[config.mk]
export PLATFORM = sky130hd
export DESIGN_NAME = jump_key_conditioner
export DESIGN_NICKNAME = d
export VERILOG_FILES = /design/src/rtl/jump_key_conditioner.sv
export SDC_FILE = /design/constraint.sdc
export NUM_CORES = 1
export LEC_CHECK = 0
export ABC_AREA = 1
export BUFFER_PORTS_ARGS = -buffer_cell sky130_fd_sc_hd__buf_2
export CAP_MARGIN = 20
export CORE_MARGIN = 3
export CORE_UTILIZATION = 60
export CTS_CLUSTER_DIAMETER = 40
export DETAILED_ROUTE_END_ITERATION = 10
export PLACE_DENSITY = 0.8
export SKIP_CTS_REPAIR_TIMING = 1
export SLEW_MARGIN = 10
export SYNTH_ARGS = -nofsm -noshare
export SYNTH_HDL_FRONTEND = slang
export SYNTH_SLANG_ARGS = --single-unit
export TNS_END_PERCENT = 1
[constraint.sdc]
create_clock -name proc_clk -period 5 [get_ports proc_clk]
set_clock_uncertainty 0.15 [all_clocks]
set_input_delay 0.5 -clock proc_clk [delete_from_list [all_inputs] [get_ports proc_clk]]
set_output_delay 0.5 -clock proc_clk [all_outputs]
set_load 0.005 [all_outputs]
[src/rtl/jump_key_conditioner.sv]
// Push-button conditioner: synchronizes and debounces raw_key, then holds each accepted
// press as a pending flag until the interrupt controller consumes it.
module jump_key_conditioner #(
    parameter int unsigned DEBOUNCE_CYCLES = 1000000,
    parameter int unsigned MISS_W          = 8
) (
    input  logic              proc_clk,
    input  logic              reset,
    input  logic              raw_key,
    input  logic              key_consume,
    output logic              jump_key,
    output logic              key_level,
    output logic [MISS_W-1:0] missed_presses
);

    typedef enum logic [1:0] {
        IDLE_UP,
        WAIT_DOWN,
        HELD_DOWN,
        WAIT_UP
    } state_t;

    localparam logic [23:0]       CNT_LAST = 24'(DEBOUNCE_CYCLES - 1);
    localparam logic [MISS_W-1:0] MISS_MAX = '1;
    localparam logic [MISS_W-1:0] MISS_ONE = MISS_W'(1);

    logic              sync1_q, sync1_d;
    logic              sync2_q, sync2_d;
    state_t            state_q, state_d;
    logic [23:0]       cnt_q, cnt_d;
    logic              pending_q, pending_d;
    logic              key_level_q, key_level_d;
    logic [MISS_W-1:0] missed_q, missed_d;
    logic              press;

    always_comb begin
        sync1_d     = raw_key;
        sync2_d     = sync1_q;
        state_d     = state_q;
        cnt_d       = cnt_q;
        press       = 1'b0;

        case (state_q)
            IDLE_UP: begin
                if (sync2_q) begin
                    state_d = WAIT_DOWN;
                    cnt_d   = '0;
                end
            end
            WAIT_DOWN: begin
                if (!sync2_q) begin
                    state_d = IDLE_UP;
                end else if (cnt_q == CNT_LAST) begin
                    state_d = HELD_DOWN;
                    press   = 1'b1;
                end else begin
                    cnt_d = cnt_q + 24'd1;
                end
            end
            HELD_DOWN: begin
                if (!sync2_q) begin
                    state_d = WAIT_UP;
                    cnt_d   = '0;
                end
            end
            WAIT_UP: begin
                if (sync2_q) begin
                    state_d = HELD_DOWN;
                end else if (cnt_q == CNT_LAST) begin
                    state_d = IDLE_UP;
                end else begin
                    cnt_d = cnt_q + 24'd1;
                end
            end
            default: state_d = IDLE_UP;
        endcase

        key_level_d = (state_d == HELD_DOWN) || (state_d == WAIT_UP);

        // A press landing on the consume edge re-arms pending and is not counted as missed.
        missed_d  = missed_q;
        pending_d = pending_q;
        if (press) begin
            pending_d = 1'b1;
            if (pending_q && !key_consume && (missed_q != MISS_MAX))
                missed_d = missed_q + MISS_ONE;
        end else if (key_consume) begin
            pending_d = 1'b0;
        end
    end

    always_ff @(posedge proc_clk or posedge reset) begin
        if (reset) begin
            sync1_q     <= 1'b0;
            sync2_q     <= 1'b0;
            state_q     <= IDLE_UP;
            cnt_q       <= '0;
            pending_q   <= 1'b0;
            key_level_q <= 1'b0;
            missed_q    <= '0;
        end else begin
            sync1_q     <= sync1_d;
            sync2_q     <= sync2_d;
            state_q     <= state_d;
            cnt_q       <= cnt_d;
            pending_q   <= pending_d;
            key_level_q <= key_level_d;
            missed_q    <= missed_d;
        end
    end

    assign jump_key       = pending_q;
    assign key_level      = key_level_q;
    assign missed_presses = missed_q;

endmodule

==> flow_summary.yaml <==
run_status:
  status: "complete, no violations"
clocking:
  cts_buffer_depth: 2
  clock-root-buffer: "clkbuf_8"
  h-tree-depth: 2
  clock_latency_ns: 0.30
  tritoncts: "done"
  cts_buffers: 5
  clkTransAtPathRegs_ns: 0.07
  cts.sinks: 38
yosys:
  synth_edf_count: 0
  synth_most_common_cell: "nand2_1"
  synth_ff_type: "dfrtp_1"
  ys_async_sr_fraction: 1.000
  yosys_warnings: 0
  synthesis.area_um2: 2420
  yosys.area.top_type: "dfrtp_1"
  yosys_register_bits: 38
  syn-mean-instance-area_um2: 6.685
  yosysSeqAreaShare: 0.3930
  synth_area_leaders: "dfrtp_1, nand2_1, nor2_1"
  synth_commonest_cells: "nand2_1, nor2_1, dfrtp_1, nand3_1, inv_1"
  yosys.area.top_type_share: 0.3930
  synthCells: 362
  ys_types: 27
  syn-num-nets: 368
critical_path:
  slowest_delay_ns: 0.45
  critPathMostFrequentCell: "nor2_4"
  crit_type: "reg -> reg"
  cp_max_fo: 26
  cpMaxStageDelayCell: "clkinv_2"
  crit_buf_inv: 1
  critical-path-top-delay-family: "simple AND/OR/NAND/NOR gates"
  crit_path_end_kind: "flop"
  critical_path_arrival_ns: 2.56
  cp.required_ns: 5.02
  worstSetupStartpointType: "flop"
  cp_cell_sequence: "ha_1, nand3_1, nor2_4, nand3_2, nor2_4, nor2_4, clkinv_2, nand2_1, o21ai_1"
power_and_ir_drop:
  combPwrFrac: 0.038
  power_frac_clock: 0.485
  powerDensity_nw_per_um2: 250.9
  irDropWorstVdd_mv: 0.1502
  p_int_uw: 529.8
  switching_power_uw: 136.0
  seqPwrFrac: 0.477
  swShare: 0.2043
  power_leakage_nw: 1.287
grt:
  grt.total_usage: 0.2538
  antenna_found_initial: 0
  grt_pass1_vias: 2202
  grt_pass1_wl_um: 9887
  overflow: 0
  grt_max_degree: 39
final_layout:
  num-nets-final: 382
  n_antenna_cell: 0
  area_delta_synth_final_pct: 9.669
  drive_above_1_share: 0.09549
  fin_area_um2: 2654
  nFillCells: 305
sta:
  finalCritPeriodShare: 0.5068
  maxSlewViolCount: 0
  setup_viol: 0
  hold_viol: 0
  timing.fmax_mhz: 394.6
  slew_headroom: 0.5809
  worstMarginPinSlew_ns: 0.6263
  tns_ns: 0
  rsz0062_at_grt: "no"
  fin_crit_ns: 2.534
placed_design:
  gp_congestion: 0.9349
  portBuffers: 13
  place_area_um2: 2511
  hpwl_um: 4014
detailed_routing:
  route.detailed.drc: 0
  wl_per_cell_um: 13.27
  vias: 2347
  ant_nets: 0
  routed_wl_um: 5639
  first_pass_iters: 5
  viasPerCell: 5.522
  drtIter0Drc: 185
flow_run:
  drv_cap: 0
floorplanning:
  die_area_um2: 4831
  rows: 22
  fp.dieW_um: 69.51
  core_um2: 3771
  ios: 14
  die_y_um: 69.51
  start_util: 0.6417
worst_hold_path:
  min-delay-path-class: "in -> async"
## final cells by class
cell class	count	area (µm²)	share of cell area
inverters	34	128.9	0.04856
well taps	48	60.06	0.02263
repair buffers	14	72.57	0.02735
flip-flops and latches	38	950.9	0.3583
clock inverters	2	60.06	0.02263
multi-input cells	283	1299	0.4894
clock buffers	6	82.58	0.03112
## power groups by stage
stage                     registers, mW  logic, mW  clock network (mW)
after floorplan                   0.320     0.0224                   0
after global placement            0.323     0.0244                   0
after detailed placement          0.324     0.0256                   0
after CTS                         0.317     0.0257               0.328
after global routing              0.318     0.0292               0.341
final                             0.318     0.0251               0.323
## cell families after synthesis
logic type / after synthesis / synth area share
AND/OR/NAND/NOR: 250 / 0.4400
AO/OA/AOI/OAI: 18 / 0.03930
adder cells (fa/ha/maj): 2 / 0.01034
buffers and inverters: 41 / 0.07032
flip-flops: 38 / 0.3930
XOR/XNOR: 13 / 0.04705
## registers in the layout (all words and copies together), names as in the netlist
signal          cells
sync2_q             1
sync1_q             1
state_q             2
jump_key            1
missed_presses      8
key_level           1
cnt_q              24
## per-layer routing
metal  global-route usage  part of all wire
met4               0.1020             0.021
met3              0.06232             0.069
met1               0.3445              0.46
met2               0.3888              0.45
met5                    0                 0
## final timing paths
kind / depth (start not counted) / end / slack (ns) / start
worst max register to register: 9 / cnt_q[14] / 2.47 / cnt_q[0]
max in group asynchronous: 3 / cnt_q[10] / 4.23 / reset
worst min register to register: 0 / sync2_q / 0.22 / sync1_q
worst max-delay path: 9 / cnt_q[14] / 2.47 / cnt_q[0]
worst min-delay path: 3 / cnt_q[5] / 0.14 / reset
min in group proc_clk: 1 / sync1_q / 0.16 / raw_key
## worst reg2reg max path, stage by stage (launching register included)
cell	delay [ns]
dfrtp_1	0.44
ha_1	0.29
nand3_1	0.15
nor2_4	0.08
nand3_2	0.11
nor2_4	0.07
nor2_4	0.44
clkinv_2	0.46
nand2_1	0.14
o21ai_1	0.08
## stage by stage
| stage | total power, mW | worst slack [ns] | cells | utilization | hold slack (ns) |
|---|---|---|---|---|---|
| floorplan | 0.3428 | 3.188 | 362 | - | 0.1812 |
| CTS | 0.6711 | 2.480 | 425 | 0.7037 | 0.1489 |
| finish | 0.6658 | 2.466 | 425 | 0.7037 | 0.1440 |
| global placement | 0.3475 | 2.589 | 417 | 0.6659 | 0.1850 |
| global route | 0.6885 | 2.206 | 425 | 0.7037 | 0.1534 |
| detailed placement | 0.3492 | 2.496 | 417 | 0.6659 | 0.2056 |
## placed cells by master, fill, tap and decap left out
cell,instances
bufinv_16,2
clkbuf_8,6
nand2_1,135
buf_4,1
inv_2,5
a21oi_1,1
o21ai_0,5
nand3_1,32
nand4_1,17
o21ai_1,10
xor2_1,10
xnor2_1,3
inv_1,28
o21bai_1,1
o21a_1,1
or2_2,1
nor2_4,3
buf_2,13
ha_1,2
dfrtp_1,38
nor2_2,1
nand3_2,2
clkinv_2,1
nor3_1,1
nand2_2,1
nor2_1,57
No activity file was read; power rests on OpenSTA's default activity.
